[config.mk]
export PLATFORM = sky130hd
export DESIGN_NAME = min_max_array_loader
export DESIGN_NICKNAME = d
export VERILOG_FILES = /design/src/rtl/min_max_array_loader.sv
export SDC_FILE = /design/constraint.sdc
export NUM_CORES = 1
export LEC_CHECK = 0
export CAP_MARGIN = 20
export CORE_MARGIN = 5
export CORE_UTILIZATION = 40
export CTS_CLUSTER_SIZE = 24
export DETAILED_ROUTE_END_ITERATION = 10
export PLACE_DENSITY_LB_ADDON = 0.25
export RECOVER_POWER = 100
export SLEW_MARGIN = 0
export SYNTH_ARGS = -nofsm -noshare
export SYNTH_HDL_FRONTEND = slang
export SYNTH_SLANG_ARGS = --single-unit
[constraint.sdc]
create_clock -name Clk -period 3.6 [get_ports Clk]
set_clock_uncertainty 0.15 [all_clocks]
set_input_delay 0.72 -clock Clk [delete_from_list [all_inputs] [get_ports Clk]]
set_output_delay 0.72 -clock Clk [all_outputs]
set_load 0.005 [all_outputs]
[src/rtl/min_max_array_loader.sv]
// min_max_array_loader: fills a DEPTH x WIDTH array over valid/ready, pulses Start when full, holds until Done.
// Optional running checksum output Chksum when MMF_LOADER_CHKSUM_EN is defined.
module min_max_array_loader #(
    parameter int DEPTH = 16,
    parameter int WIDTH = 8,
    parameter int AW    = 4
) (
    input  logic             Clk,
    input  logic             Reset,
    input  logic [WIDTH-1:0] Din,
    input  logic             Din_valid,
    output logic             Din_ready,
    input  logic [AW-1:0]    Rd_addr,
    output logic [WIDTH-1:0] Rd_data,
    output logic             Start,
    input  logic             Done,
    output logic [AW:0]      Count,
    output logic             Full,
    output logic             Qi,
    output logic             Qw,
    output logic             Qs,
    output logic             Qh
`ifdef MMF_LOADER_CHKSUM_EN
    ,
    output logic [WIDTH-1:0] Chksum
`endif
);
    typedef enum logic [3:0] {
        INI  = 4'b0001,
        WR   = 4'b0010,
        STRT = 4'b0100,
        HOLD = 4'b1000
    } state_t;
    state_t state;
    logic [WIDTH-1:0] mem [DEPTH];
    assign {Qh, Qs, Qw, Qi} = state;
    assign Din_ready = (state == WR);
    assign Start     = (state == STRT);
    assign Full      = (state == STRT) || (state == HOLD);
    assign Rd_data   = mem[Rd_addr];
    // Control and datapath: Count and contents only move on a WR transfer; array is never reset
    always_ff @(posedge Clk or posedge Reset) begin
        if (Reset) begin
            state <= INI;
            Count <= '0;
`ifdef MMF_LOADER_CHKSUM_EN
            Chksum <= '0;
`endif
        end else begin
            case (state)
                INI: begin
                    Count <= '0;
`ifdef MMF_LOADER_CHKSUM_EN
                    Chksum <= '0;
`endif
                    state <= WR;
                end
                WR: if (Din_valid) begin
                    mem[Count[AW-1:0]] <= Din;
                    Count <= Count + 1'b1;
`ifdef MMF_LOADER_CHKSUM_EN
                    Chksum <= Chksum + Din;
`endif
                    if (Count == (AW+1)'(DEPTH - 1))
                        state <= STRT;
                end
                STRT: state <= HOLD;
                HOLD: if (Done) state <= INI;
                default: state <= INI;
            endcase
        end
    end
endmodule
==> qor.txt, run 1 <==
Pwr per Cell Area -> 566 nW/um2
Critical Path Start -> Rd_addr[1]
Die X -> 126 um
ys async rst share -> 6.57%
Crit Path Class -> in -> out
post-DR wirelength/cell -> 21.6 um
Initial Utilization -> 40.8%
layout cells sized above 1 -> 19.7%
vias in the first global route -> 2999
CTS tree -> yes
Final Slew Violations -> 0
relative slew slack -> 49.5%
CP Capture Point -> Rd_data[4]
maximum VDD drop -> 0.311 mV
crit path launch type -> input pin
post-route cell area -> 6610 um2
Max Fclk -> 288 MHz
Post-Syn Area per Cell -> 19.7 um2
TritonCTS Sinks -> 137
Antenna diodes -> 0
Slew @ Worst Pin -> 0.748 ns
critical path data required time -> 2.73 ns
Area Growth Syn to Fin -> 22.2%
port buffer count -> 35
DP Area -> 6130 um2
fin crit period -> 3.47 ns
post_cts resized -> 0
DRC -> 0
largest net degree at the start of global routing -> 25
HP Start -> Count[4]$_DFFE_PP0P_
gr ovfl total -> 0
Hold Path Class -> reg -> reg
Ys Warns -> 0
R2R depth -> 5
worst reg2reg path startpoint -> state[3]$_DFFE_PP0P_
site row count -> 42
nets -> 360
EDFF count, synth -> 128
Filler cells -> 1133
wirelength, routed -> 11300 um
Pwr Total -> 3.74 mW
Fin Hold WS -> 0.410 ns
ANT nets after route -> 0
Seq/Total Area, Yosys -> 75.2%
CTS Hold Bufs -> 0
vias per cell -> 5.36
top_reg_cell synth -> edfxtp_1
Core ar. -> 13200 um2
IO Pins -> 36
all-layer global routing usage -> 15.2%
Finish-stage setup viols -> 0
initial antenna violation count -> 0
capture point of the worst reg-to-reg path -> mem[0][5]$_DFFE_PP_
first-pass GRT wire length -> 17700 um
post-synthesis cell area -> 5410 um2
setup TNS -> 0 ns
total CTS buffers -> 17
CP Capture Type -> output pin
status -> complete, no violations
hold depth -> 2
endpoints failing hold -> 0
Max-cap violations -> 0
final cell utilization of the core -> 49.9%
Worst EP arrival -> 2.60 ns
syn nets -> 296
CTS Root Cell -> clkbuf_16
# H-tree levels -> 4
Clock Pin Slew Worst Setup and Hold Paths -> 0.05 ns
Final HPWL DP -> 7390 um
Cell variety after synth -> 32
Iteration-0 DRC Markers -> 196
Worst Path Max Fanout -> 24
Yosys reg bits -> 137
Pre-antenna DRT Iters -> 5
die area -> 15900 um2
unrepaired setup endpoints after global routing -> false
Longest Clk Path Bufs -> 2
Vias -> 2818
Mapped Cells -> 275
Final period util -> 96.4%
Die H -> 126 um
routability cong. -> 0.762
P_leak -> 2.16 nW
most common cell after layout, fill and taps aside -> edfxtp_1
clk_lat worst skew -> 0.40 ns
commonest non-fill, non-tap cells in the layout -> edfxtp_1, mux4_2, dlygate4sd3_1
flop2flop setup slack -> 0.67 ns
postcts setup bufs -> 0
## final cells by class
cell class	instances	area [um2]	share of cell area (%)
well taps	176	220	3.33
multi-input cells	118	1260	19.0
inverters	7	26.3	0.397
clock buffers	19	433	6.55
repair buffers	58	495	7.49
flip-flops and latches	137	4070	61.6
clock inverters	11	108	1.63
## flip-flops by register name, indices dropped and copies added (netlist names)
name	count
state	4
Count	5
mem	128
## cells by family after synthesis
| family | after synthesis | share of synthesized area, % |
|---|---|---|
| and+or+nand+nor | 53 | 5.00 |
| buffers and inverters | 20 | 1.48 |
| DFF | 137 | 75.2 |
| AOI/OAI and AO/OA | 26 | 3.42 |
| xor gates and xnor gates | 1 | 0.162 |
| muxes | 33 | 13.5 |
| adders and majority gates | 5 | 1.16 |
## cell usage after synthesis (3+ instances only)
master	number	area, um2
buf_2	3	15.0
ha_1	5	62.6
nand2b_1	4	25.0
inv_1	7	26.3
nand2_1	11	41.3
dfrtp_1	8	200
nor2_1	16	60.1
edfxtp_1	128	3840
nor3_1	7	35.0
a22oi_1	16	120
nand4_1	4	25.0
buf_1	3	11.3
mux4_2	32	721
clkbuf_1	6	22.5
## routing by layer
layer | part of all wire [%] | global-route usage, % | wire, um | vias up
li1 | - | - | - | 1252
met1 | 43 | 20.5 | 4870 | 1470
met3 | 5.6 | 3.43 | 630 | 9
met5 | 0 | 0 | 0 | -
met4 | 1.4 | 6.62 | 158 | 0
met2 | 50 | 23.7 | 5680 | 87
## metrics by stage
stage,instances,worst slack (ns)
floorplan,275,0.710
global placement,496,0.111
detailed placement,496,0.109
CTS,526,0.0996
global route,526,0.0339
finish,526,0.131
## where the power goes
part	switching (mW)	total, mW	internal, mW
clock network	0.592	1.59	0.998
registers	0.0442	1.83	1.78
logic	0.166	0.328	0.161
total	0.803	3.74	2.94
## worst min-delay path by stage
stage,slack [ns],end
after floorplan,0.38,Count[4]$_DFFE_PP0P_
after global placement,0.39,Count[4]$_DFFE_PP0P_
after detailed placement,0.41,Count[4]$_DFFE_PP0P_
after CTS,0.43,Count[4]$_DFFE_PP0P_
after global routing,0.48,Count[4]$_DFFE_PP0P_
final,0.41,Count[4]$_DFFE_PP0P_
## worst max-delay path, cell delays in order
cell and delay, ns:
clkdlybuf4s50_1 0.52, buf_12 0.21, mux4_2 0.31, a22oi_1 0.26, nand2_1 0.12, clkdlybuf4s50_1 0.46
No activity file was read; power rests on OpenSTA's default activity.
==> run 2, diff against run 1 <==
--- a/config.mk
+++ b/config.mk
@@ -7,7 +7,7 @@
 export LEC_CHECK = 0
 export CAP_MARGIN = 20
 export CORE_MARGIN = 5
-export CORE_UTILIZATION = 40
+export CORE_UTILIZATION = 55
 export CTS_CLUSTER_SIZE = 24
 export DETAILED_ROUTE_END_ITERATION = 10
 export PLACE_DENSITY_LB_ADDON = 0.25
==> qor.txt, run 2 (synthesized netlist as in run 1, its figures left out) <==
routability cong. -> 0.741 (-2.8%)
Setup WS post-layout -> 0.0878 ns (-0.0428 ns)
Pre-antenna DRT Iters -> 5 (unchanged)
first-pass GRT wire length -> 16800 um (-5.5%)
relative slew slack -> 46.9% (-2.5 points)
endpoints failing hold -> 0 (unchanged)
Crit Path Class -> in -> out
IO Pins -> 36 (unchanged)
Psw -> 0.876 mW (+9.2%)
Max-cap violations -> 0 (unchanged)
status -> complete, no violations
all-layer global routing usage -> 20.2% (+5.0 points)
unrepaired setup endpoints after global routing -> false
DRC -> 0 (unchanged)
Fin Hold WS -> 0.410 ns (+0.000155 ns)
Worst EP arrival -> 2.64 ns (+0.04 ns)
Core ar. -> 9680 um2 (-27%)
port buffer count -> 35 (unchanged)
total CTS buffers -> 17 (unchanged)
post-DR wirelength/cell -> 21.9 um (+1.5%)
CTS Hold Bufs -> 0 (unchanged)
TritonCTS Sinks -> 137 (unchanged)
Die H -> 109 um (-14%)
Placement Setup Slack -> 0.107 ns (-0.00191 ns)
setup TNS -> 0 ns (unchanged)
Flop pwr share -> 47.7% (-1.1 points)
Iteration-0 DRC Markers -> 211 (+7.7%)
Longest Clk Path Bufs -> 2 (unchanged)
ANT nets after route -> 0 (unchanged)
postcts setup bufs -> 0 (unchanged)
Comb pwr share -> 8.5% (-0.2 points)
CP Capture Type -> output pin
post_cts resized -> 0 (unchanged)
capture point of the worst reg-to-reg path -> mem[2][7]$_DFFE_PP_
Max Fclk -> 285 MHz (-1.2%)
Finish-stage setup viols -> 0 (unchanged)
vias in the first global route -> 3009 (+0.33%)
fin crit period -> 3.51 ns (+0.0428 ns)
Final Slew Violations -> 0 (unchanged)
crit path launch type -> input pin
hold depth -> 2 (unchanged)
Final period util -> 97.6% (+1.2 points)
site row count -> 36 (-14%)
Die X -> 109 um (-14%)
critical path data required time -> 2.73 ns (about the same)
Finished Layout Cells -> 484 (-8.0%)
Largest register FFs -> 128 (unchanged)
largest net degree at the start of global routing -> 33 (+32%)
maximum VDD drop -> 0.394 mV (+27%)
Filler cells -> 632 (-44%)
Area Growth Syn to Fin -> 21.7%
worst reg2reg path startpoint -> state[3]$_DFFE_PP0P_
gr ovfl total -> 0 (unchanged)
initial antenna violation count -> 0 (unchanged)
nets -> 358 (-0.56%)
Pwr per Cell Area -> 580 nW/um2 (+2.3%)
Hold Path Class -> reg -> reg
vias per cell -> 5.80 (+8.2%)
Final HPWL DP -> 6420 um (-13%)
flop2flop setup slack -> 0.76 ns (+0.09 ns)
wirelength, routed -> 10600 um (-6.6%)
die area -> 11900 um2 (-25%)
Pwr Total -> 3.82 mW (+1.9%)
Clock Pin Slew Worst Setup and Hold Paths -> 0.06 ns (about the same)
Slew @ Worst Pin -> 0.785 ns (+0.0371 ns)
internal power -> 2.94 mW (about the same)
Initial Utilization -> 55.9% (+15 points)
clk_lat worst skew -> 0.51 ns (+0.11 ns)
HP Start -> Count[4]$_DFFE_PP0P_
layout cells sized above 1 -> 20.6% (+0.86 points)
commonest non-fill, non-tap cells in the layout -> edfxtp_1, mux4_2, dlygate4sd3_1
R2R depth -> 5 (unchanged)
P_leak -> 2.17 nW (+0.46%)
Cells after DPL -> 451 (-9.1%)
# H-tree levels -> 4 (unchanged)
CTS Root Cell -> clkbuf_8
Vias -> 2805 (-0.46%)
Hold EP -> Count[4]$_DFFE_PP0P_
CTS tree -> yes
Worst Path Max Fanout -> 32 (+33%)
Sw Share -> 23.0% (+1.5 points)
Clk pwr share -> 43.8% (+1.3 points)
most common cell after layout, fill and taps aside -> edfxtp_1
-- run 2: cell types whose count changed in the layout (fill, tap and decap cells not counted), sizes merged --
cell	change
inv	+5
buf	-2
clkbuf	-2
clkinvlp	-1
diode	+1
-- run 2: layer usage --
metal | track usage [%] | up-vias | routed length, um
li1 | - | 1264 | -
met1 | 25.4 | 1424 | 4160
met2 | 34.0 | 110 | 5640
met3 | 5.92 | 7 | 702
met4 | 6.41 | 0 | 97
met5 | 0 | - | 0
-- run 2: power groups by stage --
stage / logic [mW] / clock network (mW) / registers, mW
after detailed placement: 0.337 / 0 / 1.86
after global placement: 0.332 / 0 / 1.86
after CTS: 0.342 / 1.70 / 1.82
after global routing: 0.355 / 1.78 / 1.83
final: 0.323 / 1.67 / 1.82
after floorplan: 0.175 / 0 / 1.85
-- run 2: layout make-up --
cell class | instances | area, um2 | area share (%)
flip-flops and latches | 137 | 4070 | 61.8
multi-input cells | 118 | 1260 | 19.1
repair buffers | 56 | 480 | 7.30
clock buffers | 17 | 414 | 6.29
clock inverters | 15 | 166 | 2.53
well taps | 133 | 166 | 2.53
inverters | 7 | 26.3 | 0.399
diodes | 1 | 2.50 | 0.0380
-- run 2: metrics by stage --
stage / utilization, % / area (um2)
6_report: 68.0 / 6590
5_1_grt: 68.0 / 6580
4_1_cts: 68.6 / 6640
3_5_place_dp: 62.6 / 6060
3_3_place_gp: 62.6 / 6060
2_1_floorplan: - / 5410
-- run 2: worst max path at each step --
stage          startpoint         end  slack [ns]
2_1_floorplan  Rd_addr[0]  Rd_data[1]        0.71
3_3_place_gp   Rd_addr[1]  Rd_data[1]        0.09
3_5_place_dp   Rd_addr[1]  Rd_data[4]        0.11
4_1_cts        Rd_addr[1]  Rd_data[6]        0.06
5_1_grt        Rd_addr[1]  Rd_data[6]       0.002
6_report       Rd_addr[1]  Rd_data[6]        0.09
-- run 2: critical path, stage by stage --
cell and delay [ns]:
clkdlybuf4s50_1 0.51, buf_12 0.23, mux4_2 0.34, a22oi_1 0.25, nand2_1 0.10, clkdlybuf4s50_1 0.48
==> variant 1, RTL diff (settings of run 1) <==
Change the parameter `AW` from 4 to 2.
--- a/src/rtl/min_max_array_loader.sv
+++ b/src/rtl/min_max_array_loader.sv
@@ -4,5 +4,5 @@
     parameter int DEPTH = 16,
     parameter int WIDTH = 8,
-    parameter int AW    = 4
+    parameter int AW    = 2
 ) (
     input  logic             Clk,
Ports: changed (resized Count and Rd_addr); port bits go from 36 to 32. The function was not compared with the original's and may differ.
==> variant 1 against run 1 <==
  * Routed wire length decreased by 76%
  * Worst setup slack better by 0.13 ns
  * Maximum frequency is 3.8% higher
  * Sequential power fell by 69%
  * Area after synthesis is 70% lower
  * Critical path type unchanged
  * Power decreased by 70%
  * Sequential cell count shrank 98
  * Critical endpoint is now Rd_data[7]
  * Design area is 69% lower
==> variant 1: results (changes against run 1) <==
finish:
  finalNetCount: 144  # -60%
  drive_gt1_frac: 0.127  # -0.0702
  stdcell_count: 176  # -67%
outcome:
  status: "finished, final reports clean"
worst_setup_path:
  cpMaxStageDelayCell: "mux4_2"
  cp_slowest_stage_delay_ns: 0.55  # +0.03 ns
  r2r-end: "mem[2][4]"
  ff2ff_setup_slack_ns: 1.15  # +0.48 ns
  r2r-start: "state[0]"
place:
  hpwl_um: 1960  # -73%
  io_buffers: 31  # -11%
  place_inst: 168  # -66%
  place_area_mm2: 0.00199  # -67%
  place_congestion: 0.723  # -5.2%
synthesis:
  synth_edf_count: 32  # -75%
  synth.area.top_cells: "edfxtp_1 59%, mux4_2 11%, dfrtp_1 9.2%"
  avgSynthCellArea_um2: 18.3  # -7.1%
  synth_common_cells: "32 x edfxtp_1, 8 x mux4_2, 6 x dfrtp_1"
  syn_nets: 108  # -64%
  synth_cell_types: 25  # -22%
  seq_area_frac_synth: 0.699  # -0.0533
  synthArstFlopShare: 0.179  # +0.114
power_and_ir_drop:
  net-switching-power_w: 0.000280  # -65%
  p_per_area_mw_per_mm2: 542  # -4.2%
  p_leak_nw: 0.753  # -65%
  vdd_drop_max_mv: 0.337  # +8.3%
clock_tree:
  cts_max_level: 2  # -2
  clk_latency_ns: 0.28  # -0.12 ns
  clk_pin_slew_worst_paths_ns: 0.07  # +0.02 ns
  cts_made_buffers: 5  # -12
  root_buffer: "clkbuf_8"
grt:
  met2_usage: 0.183  # -0.0542
  grt_start_max_net_pins: 13  # -48%
  grt_use_total: 0.116  # -0.0352
  grt_pass1_wl_um: 4730  # -73%
  use_met3: 0.0424  # +0.00811
drt:
  finalWirelength_um: 2720  # -76%
  viasPerCell: 4.94  # -7.8%
sta:
  worst_pin_slew_ns: 0.632  # -0.116 ns
min_path:
  hold_end: "Count[2]"
  min_from: "Count[2]"
[variant 1: cell count changes after synthesis, sizes merged, moves of 7 or more]
cell and change:
nand2 -9, edfxtp -96, nor2 -15, a22oi -14, mux4 -24, clkbuf -7
[variant 1: stage by stage]
step           power, W  worst slack, ns
3_3_place_gp   0.000815            0.372
3_5_place_dp   0.000822            0.356
5_1_grt         0.00119            0.150
4_1_cts         0.00117            0.356
2_1_floorplan  0.000705             1.25
6_report        0.00113            0.257
[variant 1: how the worst max path moves through the flow]
stage | startpoint | end | slack (ns)
global route | Rd_addr[0] | Rd_data[0] | 0.15
CTS | Rd_addr[0] | Rd_data[7] | 0.36
floorplan | Rd_addr[0] | Rd_data[0] | 1.25
detailed placement | Rd_addr[0] | Rd_data[7] | 0.36
global placement | Rd_addr[0] | Rd_data[2] | 0.37
finish | Rd_addr[0] | Rd_data[7] | 0.26
[variant 1: cells by family after synthesis]
family,Yosys count,share of synthesized area
simple gates,19,0.0785
fa+ha+maj,5,0.0385
flops,39,0.699
mux,9,0.117
buf+inv,7,0.0177
compound gates,9,0.0438
xor+xnor,1,0.00539
[variant 1: layout make-up]
class / count / area share
sequential: 39 / 0.547
multi-input combinational: 43 / 0.212
timing repair buffer: 32 / 0.152
clock buffer: 5 / 0.0331
tap: 50 / 0.0301
clock inverter: 3 / 0.0187
inverter: 4 / 0.00722
[variant 1: metal layers]
layer  vias to the layer above  share of wire  wire length (um)
met3                         4          0.069               189
met2                        30           0.48              1310
li1                        416              -                 -
met5                         -              0                 0
met4                         0         0.0077                21
met1                       419           0.44              1200
[variant 1: power by group through the flow]
stage	clock network, W	registers (W)	logic [W]
after floorplan	0	0.000568	0.000137
after global placement	0	0.000592	0.000223
after detailed placement	0	0.000592	0.000229
after CTS	0.000353	0.000584	0.000230
after global routing	0.000372	0.000586	0.000236
final	0.000343	0.000576	0.000208
[variant 1: worst register-to-register path: cells and delay by family (launching register included)]
| family | cells | cell delay [ns] |
|---|---|---|
| AND/OR/NAND/NOR | 3 | 1.47 |
| flip-flops | 1 | 0.47 |
==> variant 2, RTL diff (config.mk and constraints of run 1) <==
Without the edit above. Compare `Count` against `(AW+1)'(DEPTH - 1)` with >= in place of ==.
--- a/src/rtl/min_max_array_loader.sv
+++ b/src/rtl/min_max_array_loader.sv
@@ -62,5 +62,5 @@
                     Chksum <= Chksum + Din;
 `endif
-                    if (Count == (AW+1)'(DEPTH - 1))
+                    if (Count >= (AW+1)'(DEPTH - 1))
                         state <= STRT;
                 end
Behaviour: no difference found for any inputs over 10 cycles, from zero or initial values and one cycle with Reset high; that may be too few to reach the edited logic, so the function may still have changed.
==> variant 2 against run 1 <==
  * Register-to-register slack worse by 0.16 ns
  * Design area is 1.2% higher
  * Worst hold slack better by 0.050 ns
  * Area after synthesis is 1.3% higher
  * Worst setup slack worse by 0.023 ns
  * Sequential power hardly changed
  * Maximum frequency is 0.65% lower
  * Routed wire length is 1.5% higher
  * Cell count is 0.57% higher
  * Sequential cell count stayed put
  * Power is 3.9% higher
  * Utilization is 0.22 points higher
  * Largest cell class unchanged
  * Highest routed layer unchanged
==> variant 2: results (changes against run 1) <==
outcome:
  status: "finished, final reports clean"
clock_tree:
  postCtsSetupBuffers: 0  # unchanged
  clk_pin_slew_worst_paths_ns: 0.05  # about the same
  cts_max_level: 4  # unchanged
  cts_made_buffers: 17  # unchanged
  clk_path_buf_depth: 2  # unchanged
  root_buffer: "clkbuf_16"
  cts_resized: 0  # unchanged
  clk_latency_ns: 0.41
power_and_ir_drop:
  net-switching-power_w: 0.000872  # +8.5%
  vdd_drop_max_mv: 0.362  # +17%
  p_leak_nw: 2.20  # +1.7%
finish:
  antennaDiodeCount: 0  # unchanged
  finalNetCount: 361  # +0.28%
  largest_register_ffs: 128  # unchanged
  drive_gt1_frac: 0.204  # +0.00682
place:
  io_buffers: 35  # unchanged
  hpwl_um: 7290  # -1.3%
  place_congestion: 0.765  # +0.41%
worst_setup_path:
  r2r_cells: 4  # -1
  cp_slowest_stage_delay_ns: 0.55  # +0.03 ns
  cpMaxStageDelayCell: "clkdlybuf4s50_1"
  crit_fanout: 14  # -42%
  ff2ff_setup_slack_ns: 0.51  # -0.16 ns
  path_delay_family: "buffers and inverters"
  r2r-start: "state[2]"
  r2r-end: "mem[0][3]"
grt:
  grt_pass1_wl_um: 18000  # +1.7%
  antenna_found_initial: 0  # unchanged
  grt_use_total: 0.153  # +0.00148
  grt_start_max_net_pins: 19  # -24%
min_path:
  hold_end: "state[3]"
  holdPathStages: 1  # -1
  hp-class: "reg2reg"
  min_from: "state[1]"
sta:
  max_slew_margin: 0.523  # +0.0285
  slew_viol_final: 0  # unchanged
  worst_hold_slack_ns: 0.459  # +0.0498 ns
synthesis:
  yosysWarnings: 0  # unchanged
  synth_common_cells: "128 x edfxtp_1, 32 x mux4_2, 16 x a22oi_1"
  synthArstFlopShare: 0.0657  # unchanged
  synth_cell_types: 39  # +22%
  synth.area.top_cells: "edfxtp_1 70%, mux4_2 13%, dfrtp_1 3.7%"
  seq_area_frac_synth: 0.743  # -0.00945
  syn_nets: 296  # unchanged
  synth_edf_count: 128  # unchanged
drt:
  wire_per_inst_um: 21.7  # +0.90%
  drtIter0Drc: 317  # +62%
  firstDrtPassIters: 5  # unchanged
  viasPerCell: 5.41  # +1.0%
-- variant 2: how the worst max path moves through the flow --
| stage | startpoint | endpoint | slack (ns) |
|---|---|---|---|
| after floorplan | Rd_addr[0] | Rd_data[1] | 0.71 |
| after global placement | Rd_addr[1] | Rd_data[7] | 0.03 |
| after detailed placement | Rd_addr[1] | Rd_data[7] | 0.02 |
| after CTS | Rd_addr[1] | Rd_data[7] | 0.02 |
| after global routing | Rd_addr[1] | Rd_data[4] | 0.02 |
| final | Rd_addr[1] | Rd_data[5] | 0.11 |
-- variant 2: power groups by stage --
stage | sequential, W | clock (W) | combinational (W)
3_5_place_dp | 0.00186 | 0 | 0.000386
5_1_grt | 0.00183 | 0.00181 | 0.000396
6_report | 0.00183 | 0.00170 | 0.000361
4_1_cts | 0.00183 | 0.00174 | 0.000388
2_1_floorplan | 0.00185 | 0 | 0.000202
3_3_place_gp | 0.00186 | 0 | 0.000379
-- variant 2: worst reg2reg max path: stages, from the launching register on --
cell and delay [ns]:
dfrtp_1 0.46, or4b_1 0.67, or4_1 0.62, nor3_1 0.24, clkbuf_1 0.58
-- variant 2: layer usage --
| layer | vias up | GRT usage | share of wire |
|---|---|---|---|
| met5 | - | 0 | 0 |
| met4 | 0 | 0.0587 | 0.013 |
| met3 | 13 | 0.0430 | 0.058 |
| met2 | 95 | 0.225 | 0.48 |
| met1 | 1486 | 0.218 | 0.45 |
| li1 | 1269 | - | - |
-- variant 2: logic make-up after synthesis --
group / Yosys count / share of synthesized area
xor gates and xnor gates: 1 / 0.00160
and+or+nand+nor: 48 / 0.0571
muxes: 33 / 0.134
DFF: 137 / 0.743
AOI/OAI and AO/OA: 27 / 0.0345
adders and majority gates: 5 / 0.0114
buffers and inverters: 24 / 0.0187
-- variant 2: area by class of cell --
class,count,area (um^2)
fill,1147,6660
sequential,137,4070
multi-input combinational,114,1270
timing repair buffer,59,503
clock buffer,17,425
tap,176,220
clock inverter,15,159
inverter,11,41.3
-- variant 2: stage by stage --
stage | area (um^2) | setup slack [ns] | power (W) | std cells
6_report | 6690 | 0.108 | 0.00389 | 529
5_1_grt | 6690 | 0.0231 | 0.00404 | 529
4_1_cts | 6780 | 0.0175 | 0.00395 | 529
3_5_place_dp | 6200 | 0.0232 | 0.00225 | 497
3_3_place_gp | 6200 | 0.0331 | 0.00224 | 497
2_1_floorplan | 5480 | 0.710 | 0.00205 | 275
